==> src/rtl/aap_fetch_pkg.sv <==
`default_nettype none
// +--------------------------------------------------------------------+
// | aap_fetch_pkg : shared constants and types for the AAP fetch stage  |
// | Rev 1.0                                                            |
// +--------------------------------------------------------------------+
package aap_fetch_pkg;

  localparam int AAP_PC_W     = 24;
  localparam int AAP_LONG_BIT = 15;

  typedef logic [15:0] word_t;

  // Number of 16-bit words occupied by the instruction whose first word is w.
  function automatic logic [1:0] inst_words(input word_t w);
    return w[AAP_LONG_BIT] ? 2'd2 : 2'd1;
  endfunction

endpackage
`default_nettype wire

==> src/rtl/aap_fetch_if.sv <==
`default_nettype none
// +--------------------------------------------------------------------+
// | aap_fetch_if : memory read port and Execute handshake of aap_fetch  |
// | Rev 1.0                                                            |
// +--------------------------------------------------------------------+
interface aap_fetch_if
  import aap_fetch_pkg::*;
#(
  parameter int PC_W = AAP_PC_W
);

  logic [PC_W-1:0] i_raddr;
  word_t           i_rdata;
  logic            redirect;
  logic [PC_W-1:0] redirect_pc;
  logic            inst_valid;
  logic            inst_ready;
  logic [31:0]     inst;
  logic            inst_long;
  logic [PC_W-1:0] inst_pc;

  modport master (
    output i_raddr,
    input  i_rdata,
    input  redirect,
    input  redirect_pc,
    output inst_valid,
    input  inst_ready,
    output inst,
    output inst_long,
    output inst_pc
  );

  modport slave (
    input  i_raddr,
    output i_rdata,
    output redirect,
    output redirect_pc,
    input  inst_valid,
    output inst_ready,
    input  inst,
    input  inst_long,
    input  inst_pc
  );

endinterface
`default_nettype wire

==> src/rtl/aap_word_fifo.sv <==
`default_nettype none
// +--------------------------------------------------------------------+
// | aap_word_fifo : circular 16-bit word queue, push 1 / pop 0..2      |
// | Rev 1.0                                                            |
// +--------------------------------------------------------------------+
module aap_word_fifo
  import aap_fetch_pkg::*;
#(
  parameter  int DEPTH = 4,
  localparam int PTR_W = $clog2(DEPTH),
  localparam int CNT_W = $clog2(DEPTH + 1)
) (
  input  logic             clk,
  input  logic             rst,
  input  logic             clr,
  input  logic             push,
  input  word_t            push_data,
  input  logic [1:0]       pop_n,
  output word_t            head0,
  output word_t            head1,
  output logic [CNT_W-1:0] count
);

  logic [PTR_W-1:0] rd_ptr;
  logic [PTR_W-1:0] wr_ptr;
  word_t            mem [DEPTH];

  // Power-of-two depth lets the pointers wrap by plain overflow.
  assign head0 = mem[rd_ptr];
  assign head1 = mem[rd_ptr + PTR_W'(1)];

  always_ff @(posedge clk) begin
    if (push) begin
      mem[wr_ptr] <= push_data;
    end
  end

  always_ff @(posedge clk) begin
    if (rst || clr) begin
      rd_ptr <= '0;
      wr_ptr <= '0;
      count  <= '0;
    end else begin
      if (push) begin
        wr_ptr <= wr_ptr + PTR_W'(1);
      end
      rd_ptr <= rd_ptr + PTR_W'(pop_n);
      count  <= count + CNT_W'(push) - CNT_W'(pop_n);
    end
  end

endmodule
`default_nettype wire

==> src/rtl/aap_fetch.sv <==
`default_nettype none
// +--------------------------------------------------------------------+
// | aap_fetch : AAP instruction fetch, prefetch queue and 16/32 decode |
// | Rev 1.0                                                            |
// +--------------------------------------------------------------------+
module aap_fetch
  import aap_fetch_pkg::*;
#(
  parameter int DEPTH = 4,
  parameter int PC_W  = AAP_PC_W
) (
  input  logic        clk,
  input  logic        rst,
  input  logic        fetch_en,
  aap_fetch_if.master bus
);

  localparam int CNT_W = $clog2(DEPTH + 1);

  logic [PC_W-1:0]  fpc;
  logic [PC_W-1:0]  head_pc;
  logic             req_q;
  logic [CNT_W-1:0] count;
  logic [CNT_W:0]   occupancy;
  word_t            w0;
  word_t            w1;
  logic             issue;
  logic             push;
  logic             long_inst;
  logic             take;
  logic [1:0]       pop_n;

  // The in-flight word counts as occupied so it always finds a free slot.
  assign occupancy = {1'b0, count} + {{CNT_W{1'b0}}, req_q};
  assign issue     = fetch_en & ~bus.redirect & (occupancy < (CNT_W+1)'(DEPTH));
  assign push      = req_q & ~bus.redirect;

  assign long_inst      = w0[AAP_LONG_BIT];
  assign bus.inst_valid = long_inst ? (count >= CNT_W'(2)) : (count != '0);
  assign bus.inst       = long_inst ? {w1, w0} : {16'h0000, w0};
  assign bus.inst_long  = long_inst;
  assign bus.inst_pc    = head_pc;
  assign bus.i_raddr    = fpc;

  assign take  = bus.inst_valid & bus.inst_ready;
  assign pop_n = take ? inst_words(w0) : 2'd0;

  aap_word_fifo #(
    .DEPTH (DEPTH)
  ) u_fifo (
    .clk       (clk),
    .rst       (rst),
    .clr       (bus.redirect),
    .push      (push),
    .push_data (bus.i_rdata),
    .pop_n     (pop_n),
    .head0     (w0),
    .head1     (w1),
    .count     (count)
  );

  always_ff @(posedge clk) begin
    if (rst) begin
      fpc     <= '0;
      req_q   <= 1'b0;
      head_pc <= '0;
    end else if (bus.redirect) begin
      fpc     <= bus.redirect_pc;
      req_q   <= 1'b0;
      head_pc <= bus.redirect_pc;
    end else begin
      req_q <= issue;
      if (issue) begin
        fpc <= fpc + PC_W'(1);
      end
      if (take) begin
        head_pc <= head_pc + PC_W'(pop_n);
      end
    end
  end

endmodule
`default_nettype wire

==> src/flat_wrapper.sv <==
// flat-port wrapper written by rule: the top's interface ports become plain ports
module aap_fetch_flat import aap_fetch_pkg::*;
#(
  parameter int DEPTH = 4,
  parameter int PC_W  = AAP_PC_W
)
  (clk, rst, fetch_en, bus_i_raddr, bus_i_rdata, bus_redirect, bus_redirect_pc, bus_inst_valid, bus_inst_ready, bus_inst, bus_inst_long, bus_inst_pc);
  aap_fetch_if #(.PC_W(PC_W)) bus_i ();
  input  logic clk;
  input  logic rst;
  input  logic fetch_en;
  output wire logic [$bits(bus_i.i_raddr)-1:0] bus_i_raddr;
  input wire logic [$bits(bus_i.i_rdata)-1:0] bus_i_rdata;
  input wire logic [$bits(bus_i.redirect)-1:0] bus_redirect;
  input wire logic [$bits(bus_i.redirect_pc)-1:0] bus_redirect_pc;
  output wire logic [$bits(bus_i.inst_valid)-1:0] bus_inst_valid;
  input wire logic [$bits(bus_i.inst_ready)-1:0] bus_inst_ready;
  output wire logic [$bits(bus_i.inst)-1:0] bus_inst;
  output wire logic [$bits(bus_i.inst_long)-1:0] bus_inst_long;
  output wire logic [$bits(bus_i.inst_pc)-1:0] bus_inst_pc;
  assign bus_i_raddr = bus_i.i_raddr;
  assign bus_i.i_rdata = bus_i_rdata;
  assign bus_i.redirect = bus_redirect;
  assign bus_i.redirect_pc = bus_redirect_pc;
  assign bus_inst_valid = bus_i.inst_valid;
  assign bus_i.inst_ready = bus_inst_ready;
  assign bus_inst = bus_i.inst;
  assign bus_inst_long = bus_i.inst_long;
  assign bus_inst_pc = bus_i.inst_pc;
  aap_fetch #(.DEPTH(DEPTH), .PC_W(PC_W)) u_core (.clk(clk), .rst(rst), .fetch_en(fetch_en), .bus(bus_i));
endmodule
==> config.mk <==
export PLATFORM = sky130hd
export DESIGN_NAME = aap_fetch_flat
export DESIGN_NICKNAME = d
export VERILOG_FILES = /design/src/rtl/aap_fetch_pkg.sv /design/src/rtl/aap_fetch_if.sv /design/src/rtl/aap_word_fifo.sv /design/src/rtl/aap_fetch.sv /design/src/flat_wrapper.sv
export SDC_FILE = /design/constraint.sdc
export NUM_CORES = 1
export LEC_CHECK = 0
export CAP_MARGIN = 20
export CORE_MARGIN = 3
export CORE_UTILIZATION = 36
export CTS_BUF_LIST = sky130_fd_sc_hd__clkbuf_8 sky130_fd_sc_hd__clkbuf_16
export DETAILED_ROUTE_END_ITERATION = 10
export PLACE_DENSITY = 0.64
export SLEW_MARGIN = 20
export SYNTH_ARGS = -nofsm -noshare
export SYNTH_HDL_FRONTEND = slang
export SYNTH_SLANG_ARGS = --single-unit
==> constraint.sdc <==
create_clock -name clk -period 3.6 [get_ports clk]
set_clock_uncertainty 0.05 [all_clocks]
set_input_delay 0.54 -clock clk [delete_from_list [all_inputs] [get_ports clk]]
set_output_delay 0.54 -clock clk [all_outputs]
set_load 0.01 [all_outputs]
==> impl_metrics.ini <==
[final_layout]
nFillCells = 1507
diodes = 0
area_delta_synth_final_pct = 34.2
final_nets = 730
ff_latch_area_sq_um = 3040
multi_input_area_sq_um = 2970
drive_above_1_share_pct = 15.6

[clocking]
cts_hold_buf = 0
htreeDepth = 4
cts_buffer_depth = 2
clock_sinks = 120
cts_resized = 0
clk_latency_ns = 0.42
cts_root_buffer = clkbuf_16
cts_tree = yes
cts.clk_slew.worst_paths_ns = 0.06
cts_made_buffers = 17
postCtsSetupRepairBufs = 0

[floorplanning]
die_y_microns = 138
start_util_pct = 37.2
core_area_sq_um = 16800
die_width_microns = 138
die-area_sq_um = 19000
io_pins = 127
num_rows = 47

[timing]
worst_slack_ns = 0.405
final-setup-viol-count = 0
rsz0062_at_grt = false
maxSlewViolCount = 0
max_freq_mhz = 313
period_minus_slack_ns = 3.20
slew_headroom_pct = 45.7
hold_violations = 0
setup_tns_ns = 0
worstMarginPinSlew_ns = 0.815
finalCritPeriodShare_pct = 88.8

[power_and_ir_drop]
p_seq_share_pct = 43.0
p_comb_share_pct = 8.7
cellPowerDensity_nw_per_um2 = 424
clkPwrFrac_pct = 48.3
switching_share_pct = 23.2
p_leak_nw = 2.79
p_int_w = 0.00274
p_switching_w = 0.000829
peakVddDrop_mv = 0.289

[synthesis]
yosysWarnings = 0
netlist.area_leader.share_pct = 30.7
synth_nets = 597
synthDistinctLibCells = 57
synth_common_cells = edfxtp_1, dfxtp_1, nor2_1
seq_area_frac_synth_pct = 48.6
synth-seq-cells = 120
async_flop_share_pct = 0
synthTopCellsByArea = edfxtp_1, dfxtp_1, mux4_2
synth-main-ff-cell = edfxtp_1
synthCells = 539
synth_edf_count = 64
synth.avg_cell_area_sq_um = 11.6
syn_area_sq_um = 6260
yosysMostFrequentCell = edfxtp_1
yosys.area.top_type = edfxtp_1

[worst_setup_path]
criticalPathCategory = reg -> reg
r2r_cells = 10
worst_ep_arrival_time_ns = 3.46
crit_required_ns = 3.86
crit_fanout = 6
critPathCaptureType = flop
reg2reg_setup_slack_ns = 0.40
r2r-start = u_core.u_fifo.rd_ptr[0]$_SDFF_PP0_
rr_endpoint = u_core.bus.inst_pc[22]$_SDFFE_PP0P_
cp-start-kind = flop

[routing]
routed_via_density = 5.48
wirelength_microns = 17200
ant_nets = 0
drc = 0
drt_iter0_drc = 384
met3_length_microns = 1040
post_drt_wl_per_cell_microns = 19.0
dr.max_layer_used = met4
vias = 4962
first_pass_iters = 7
wl_met1_microns = 7500
wl_met2_microns = 8340

[place]
portBuffers = 126
dpl_worst_slack_ns = 0.101
post-dp-hpwl_microns = 12200
gp_congestion = 0.819

[global_routing]
grt_pass1_vias = 4860
antenna_found_initial = 0
grt_first_pass_wirelength_microns = 26600
grt_max_degree = 49
gr-total-overflow = 0
track_usage_pct = 18.4

[run_status]
status = finished, final reports clean

[min_path]
min_to = u_core.bus.i_raddr[23]$_SDFFE_PP0P_
holdPathStages = 2
hold_start = u_core.bus.i_raddr[23]$_SDFFE_PP0P_
hold_class = reg -> reg

[flow_run]
drv_cap = 0
[critical path, stage by stage, from the launching register on]
cell	delay, ns
dfxtp_1	0.41
mux2_4	0.34
or3_4	0.37
and2_1	0.15
nor2_1	0.15
ha_1	0.21
inv_1	0.06
fa_1	0.51
a21oi_1	0.36
a211oi_1	0.16
a2111oi_2	0.30
[cell usage in the layout (no fill, tap or decap), drive strengths merged, types with 3 or more instances in the layout]
cell and instances:
a2111oi 12, a211oi 18, a21boi 9, a21oi 27
a221oi 3, a31oi 10, and2 10, and3 4
and4 7, buf 21, bufinv 3, clkbuf 17
clkdlybuf4s50 126, clkinv 8, dfxtp 56, edfxtp 64
ha 11, inv 27, mux2 6, mux2i 4
mux4 30, nand2 34, nand3 16, nand4 12
nor2 44, nor2b 20, nor3 13, nor4 9
o21ai 8, o21bai 5, or2 3, xnor2 21
xor2 3
[flip-flops by register name, indices dropped and copies added, names as in the netlist]
signal                flops
u_core.req_q              1
u_core.u_fifo.mem        64
u_core.u_fifo.rd_ptr      2
u_core.bus.inst_pc       24
u_core.bus.i_raddr       24
u_core.u_fifo.count       3
u_core.u_fifo.wr_ptr      2
[through the flow]
| step | area, sq um | instances | hold WS (ns) | util [%] | power [W] |
|---|---|---|---|---|---|
| final | 8400 | 905 | 0.476 | 50.0 | 0.00357 |
| after global routing | 8400 | 905 | 0.501 | 50.0 | 0.00368 |
| after global placement | 7800 | 873 | 0.458 | 46.4 | 0.00186 |
| after CTS | 8400 | 905 | 0.473 | 50.0 | 0.00359 |
| after detailed placement | 7800 | 873 | 0.464 | 46.4 | 0.00187 |
| after floorplan | 6260 | 539 | 0.464 | - | 0.00168 |
[layout make-up]
cell class	instances	area share (%)
Inverter	23	1.03
Sequential cell	120	36.2
Timing Repair Buffer	147	16.9
Clock inverter	15	2.14
Tap cell	220	3.28
Multi-Input combinational cell	363	35.4
Clock buffer	17	5.06
[cells by family after synthesis]
kind of cell             after synthesis  synth area share (%)
AND/OR/NAND/NOR                      177                  14.6
flip-flops                           120                  48.6
AO/OA/AOI/OAI                        109                  14.0
buffers and inverters                 56                  4.02
multiplexers                          40                  12.6
XOR/XNOR                              24                  3.36
adder cells (fa/ha/maj)               13                  2.84
[power by group through the flow]
stage / combinational, W / clock, W / sequential (W)
after floorplan: 0.000120 / 0 / 0.00156
after global placement: 0.000306 / 0 / 0.00156
after detailed placement: 0.000312 / 0 / 0.00156
after CTS: 0.000313 / 0.00175 / 0.00153
after global routing: 0.000338 / 0.00181 / 0.00154
final: 0.000312 / 0.00172 / 0.00153
[worst max path at each step]
stage / startpoint / end / slack (ns) / depth (start not counted)
after floorplan: u_core.u_fifo.rd_ptr[0]$_SDFF_PP0_ / u_core.bus.inst_pc[22]$_SDFFE_PP0P_ / 0.19 / 13
after global placement: bus_inst_ready / u_core.bus.inst_pc[8]$_SDFFE_PP0P_ / 0.23 / 10
after detailed placement: bus_inst_ready / u_core.bus.inst_pc[22]$_SDFFE_PP0P_ / 0.10 / 9
after CTS: u_core.u_fifo.rd_ptr[0]$_SDFF_PP0_ / u_core.bus.inst_pc[22]$_SDFFE_PP0P_ / 0.41 / 10
after global routing: u_core.u_fifo.rd_ptr[0]$_SDFF_PP0_ / u_core.bus.inst_pc[22]$_SDFFE_PP0P_ / 0.21 / 10
final: u_core.u_fifo.rd_ptr[0]$_SDFF_PP0_ / u_core.bus.inst_pc[22]$_SDFFE_PP0P_ / 0.40 / 10
[metal layers]
metal / vias up / track usage, %
met5: - / 0
met4: 0 / 6.15
met3: 21 / 4.39
met2: 184 / 29.0
met1: 2442 / 25.1
li1: 2315 / -
No activity file was read; power rests on OpenSTA's default activity.
==> RTL change 1, RTL diff (same flow settings) <==
Reset style: asynchronous (`rst`), changed in one clocked block.
--- a/src/rtl/aap_fetch.sv
+++ b/src/rtl/aap_fetch.sv
@@ -59,7 +59,7 @@
     .count     (count)
   );
 
-  always_ff @(posedge clk) begin
+  always_ff @(posedge clk or posedge rst) begin
     if (rst) begin
       fpc     <= '0;
       req_q   <= 1'b0;
Formal check against the unedited RTL: differs if rst is asserted again (counterexample within 4 cycles, from zero or initial values and one cycle with rst high); with rst held inactive, the same outputs for 4 cycles.
==> RTL change 1 against the unedited design <==
  * Worst setup slack worse by 0.12 ns
  * Total power increased by 11%
  * Sequential cell count stayed put
  * Wire length down 5.4%
  * Sequential power increased by 5%
  * Sequential share of layout area is 2.5 points higher
  * Area after synthesis down 0.30%
  * Design area increased by 1.0%
  * Critical path type is now primary input to register
  * Largest cell class unchanged
  * Largest power group unchanged
  * Highest routed layer is now met5
==> RTL change 1: results (changes against the unedited design) <==
- Status: finished clean (unchanged).
- The routed metal-1 wire length is 6.95 mm (was 7.50 mm).
- The slowest stage cell on the critical path is clkdlybuf4s50_1 (was fa_1).
- The proportion of synthesized flip-flops having asynchronous set or reset is 0.408 (was 0).
- Most frequent cells after synthesis: 64 x edfxtp_1, 49 x dfrtp_1, 37 x nand2_1 (was 64 x edfxtp_1, 56 x dfxtp_1, 44 x nor2_1).
- The wire length on met3 came to 1.18 mm (was 1.04 mm).
- The estimated wirelength of the detail-placed design came to 11.4 mm (was 12.2 mm).
- The final net count is 686 (was 730).
- The all-layer global routing usage came to 0.179 (was 0.184).
- The placement-stage cell area was 7810 um2 (was 7800 um2).
- The worst supply voltage drop on vdd was 0.362 mV (was 0.289 mV).
- The top fanout value on the critical path is 5 (was 6).
- The routed wire length on met2 is 7.88 mm (was 8.34 mm).
- The total clock network power is 1.92 mW (was 1.72 mW).
- The number of filler instances in the final layout came to 1474 (was 1507).
- The number of DRC markers in iteration 0 is 213 (was 384).
- The post-synthesis cell type count is 64 (was 57).
- The count of cells along the worst register-to-register path is 13 (was 10).
- Top cells by area, synth: edfxtp_1 31%, dfrtp_1 20%, mux4_2 11%, mux2_2 2.5%, dfxtp_1 2.2% (was edfxtp_1 31%, dfxtp_1 18%, mux4_2 11%, xnor2_1 2.9%, nor2_1 2.6%).
- The relative slew slack was 0.408 (was 0.457).
- The reported leakage power is 3.03 nW (was 2.79 nW).
- The met2 usage in global routing is 0.290 (about the same).
- The sequential element share of the synthesized area is 0.527 (was 0.486).
- The highest routing layer actually used is met5 (was met4).
- The critical path arrival is 3.57 ns (was 3.46 ns).
- The global routing usage on met3 came to 0.0541 (was 0.0439).
- The combinational fraction of design power is 0.107 (was 0.087).
- The kind of cell adding the most delay to the critical path is simple AND/OR/NAND/NOR gates (was compound AO/OA/AOI/OAI gates).
- The initial antenna violation count is 1 (was 0).
- The final estimated routing congestion in global placement is 0.900 (was 0.819).
- The fraction of final layout cells sized beyond drive strength 1 is 0.179 (was 0.156).
- The wire length per cell after detailed routing is 18.9 um (was 19.0 um).
RTL change 1: cell count changes after synthesis, moves of 9 or more:
cell / before / now
nor2_1: 44 / 15
dfxtp_1: 56 / 7
dfrtp_1: 0 / 49
xor2_1: 3 / 12
a21oi_1: 27 / 10
mux2_2: 4 / 14
o21ai_0: 8 / 25
a211oi_1: 15 / 3
RTL change 1: kinds of logic (layout without fill, tap and decap cells):
family	Yosys count	count (layout)	synth area share
buf+inv	44	201	0.0365
compound gates	82	82	0.0976
xor+xnor	28	28	0.0393
fa+ha+maj	13	13	0.0285
mux	50	50	0.143
flops	120	120	0.527
simple gates	147	147	0.128
RTL change 1: layout make-up:
| type | count | area (um2) | area share |
|---|---|---|---|
| Clock buffer | 18 | 439 | 0.0517 |
| Clock inverter | 14 | 231 | 0.0273 |
| Inverter | 17 | 63.8 | 0.00752 |
| Multi-Input combinational cell | 320 | 2730 | 0.321 |
| Sequential cell | 120 | 3290 | 0.388 |
| Tap cell | 220 | 275 | 0.0324 |
| Timing Repair Buffer | 152 | 1460 | 0.172 |
RTL change 1: path summary, 6_finish.rpt:
check,start,endpoint,slack (ns)
min reg2reg,u_core.bus.i_raddr[21],u_core.bus.i_raddr[21],0.51
max reg2reg,u_core.u_fifo.rd_ptr[0],u_core.bus.inst_pc[16],0.38
min in group asynchronous,rst,u_core.bus.inst_pc[9],0.63
max,bus_inst_ready,u_core.bus.inst_pc[16],0.28
max in group asynchronous,rst,u_core.bus.inst_pc[19],2.23
min,u_core.bus.i_raddr[21],u_core.bus.i_raddr[21],0.51
RTL change 1: metrics by stage:
step                worst slack [ns]  instances  power (mW)
floorplan                      0.202        484        1.79
global placement             -0.0407        829        2.04
detailed placement            -0.125        829        2.05
CTS                            0.227        861        3.99
global route                 -0.0572        861        4.11
finish                         0.284        861        3.95
==> RTL change 2, RTL diff (config.mk and constraints unchanged) <==
Without the edit above. `DEPTH` is set to 4 in 3 places; all go to 16.
--- a/src/rtl/aap_word_fifo.sv
+++ b/src/rtl/aap_word_fifo.sv
@@ -6,7 +6,7 @@
 module aap_word_fifo
   import aap_fetch_pkg::*;
 #(
-  parameter  int DEPTH = 4,
+  parameter  int DEPTH = 16,
   localparam int PTR_W = $clog2(DEPTH),
   localparam int CNT_W = $clog2(DEPTH + 1)
 ) (
--- a/src/rtl/aap_fetch.sv
+++ b/src/rtl/aap_fetch.sv
@@ -6,7 +6,7 @@
 module aap_fetch
   import aap_fetch_pkg::*;
 #(
-  parameter int DEPTH = 4,
+  parameter int DEPTH = 16,
   parameter int PC_W  = AAP_PC_W
 ) (
   input  logic        clk,
--- a/src/flat_wrapper.sv
+++ b/src/flat_wrapper.sv
@@ -1,7 +1,7 @@
 // flat-port wrapper written by rule: the top's interface ports become plain ports
 module aap_fetch_flat import aap_fetch_pkg::*;
 #(
-  parameter int DEPTH = 4,
+  parameter int DEPTH = 16,
   parameter int PC_W  = AAP_PC_W
 )
   (clk, rst, fetch_en, bus_i_raddr, bus_i_rdata, bus_redirect, bus_redirect_pc, bus_inst_valid, bus_inst_ready, bus_inst, bus_inst_long, bus_inst_pc);
Behaviour: not the same (a bounded check fails within 10 cycles, from zero or initial values and one cycle with rst high).
==> RTL change 2 against the unedited design <==
  * Total power rose to 2.6 times the old value
  * Wire length increased to 2.5 times the old value
  * Sequential cell count grew 198
  * Worst setup slack got worse by 0.35 ns
  * Sequential power grew to 2.7 times the old value
  * Count of clock-buffer cells in the layout grew 24
  * Via count up 110%
  * Critical path depth shrank 1
  * Area after synthesis rose by 150%
  * Critical path type is now register to output pin
  * Design area rose by 130%
  * Global-route usage is essentially flat
  * Largest power group is now registers
  * Utilization shrank 4.4 points
  * Sequential share of layout area grew 10 points
==> RTL change 2: results (changes against the unedited design) <==
- The placement-stage cell area is 17800 um2 (was 7800 um2).
- The mean instance size in the synthesized netlist was 14.2 um2 (was 11.6 um2).
- The estimated wirelength of the detail-placed design is 27.4 mm (was 12.2 mm).
- The number of antenna repair diodes was 1 (was 0).
- The sequential element share of the synthesized area is 0.571 (was 0.486).
- The count of flip-flops with a built-in enable after synthesis is 256 (was 64).
- The share of cell area taken by muxes after synthesis is 0.191 (was 0.126).
- Top cells by area, synth: edfxtp_1 49%, mux4_2 14%, dfxtp_1 7.9%, mux2i_1 5.2%, a211oi_1 2.3% (was edfxtp_1 31%, dfxtp_1 18%, mux4_2 11%, xnor2_1 2.9%, nor2_1 2.6%).
- The routed wire length on met2 is 20.7 mm (was 8.34 mm).
- The count of inverters other than clock inverters in the layout is 33 (was 23).
- Most frequent cells after synthesis: 256 x edfxtp_1, 96 x mux4_2, 82 x mux2i_1 (was 64 x edfxtp_1, 56 x dfxtp_1, 44 x nor2_1).
- The area share of buffers outside the clock network came to 0.105 (was 0.169).
- The wire length on met3 is 3.15 mm (was 1.04 mm).
- The final instance area was 19300 um2 (was 8400 um2).
- The all-layer global routing usage is 0.184 (about the same).
- The worst supply voltage drop on vdd is 0.271 mV (was 0.289 mV).
- The fraction of final layout cells sized beyond drive strength 1 is 0.197 (was 0.156).
- The met2 usage in global routing is 0.301 (was 0.290).
- The critical path class is register to output pin (was register to register).
- The worst hold path depth is 5 (was 2).
- The cell count after placement is 1780 (was 873).
- The worst hold slack is 0.433 ns (was 0.476 ns).
- The count of cells along the worst register-to-register path came to 16 (was 10).
- The slowest stage cell on the critical path is clkdlybuf4s50_1 (was fa_1).
- The H-tree depth reported by CTS is 2 (was 4).
- The end of the worst register-to-register path was u_core.bus.inst_pc[18] (was u_core.bus.inst_pc[22]).
- The clock latency on the worst-skew pair was 0.55 ns (was 0.42 ns).
- The routed metal-1 wire length is 18.6 mm (was 7.50 mm).
- The routed wire length came to 43.5 mm (was 17.2 mm).
- The register-to-register path setup slack is 0.13 ns (was 0.40 ns).
- The number of DRC markers in iteration 0 is 847 (was 384).
- The worst hold path endpoint is u_core.u_fifo.wr_ptr[3] (was u_core.bus.i_raddr[23]).
- The number of signal-net buffers in the layout is 192 (was 147).
- The post-synthesis cell type count is 64 (was 57).
- The adder-cell share of the synthesized area was 0.0206 (was 0.0284).
- The achievable clock frequency is 282 MHz (was 313 MHz).
- The relative area of clock buffers and inverters in the final design is 0.0574 (was 0.0721).
- The post-synthesis compound-gate area fraction is 0.100 (was 0.140).
- The global-route wire length before repair is 65.3 mm (was 26.6 mm).
- The worst min-delay path class is primary input to register (was register to register).
- The number of global-route vias before repair came to 10482 (was 4860).
- Status: finished clean (unchanged).
- The XOR/XNOR share of the synthesized area came to 0.0151 (was 0.0336).
- The wire length per cell after detailed routing is 23.4 um (was 19.0 um).
- The portion of synthesized cell area occupied by the leading cell type is 0.491 (was 0.307).
- The sequential share of cell area is 0.462 (was 0.362).
==> RTL change 2: cell count changes in the layout (fill, tap and decap cells not counted), moves of 19 or more <==
cell	delta
a211oi_1	+23
a221oi_1	+31
buf_4	+24
clkbuf_16	+22
edfxtp_1	+192
mux2i_1	+79
mux4_2	+66
nand2_1	+21
o21ai_0	+19
==> RTL change 2: worst max-delay path: cells and delay by family, from the launching register on <==
kind                   cells  cell delay, ns
AOI/OAI and AO/OA          3            0.39
buffers and inverters      4            1.01
DFF                        1            0.42
muxes                      1            0.27
and+or+nand+nor            1            0.32
==> RTL change 2: power by group <==
| group | internal (mW) | switching, mW | total, mW |
|---|---|---|---|
| registers | 4.03 | 0.0798 | 4.11 |
| logic | 0.837 | 0.836 | 1.67 |
| clock network | 1.96 | 1.48 | 3.43 |
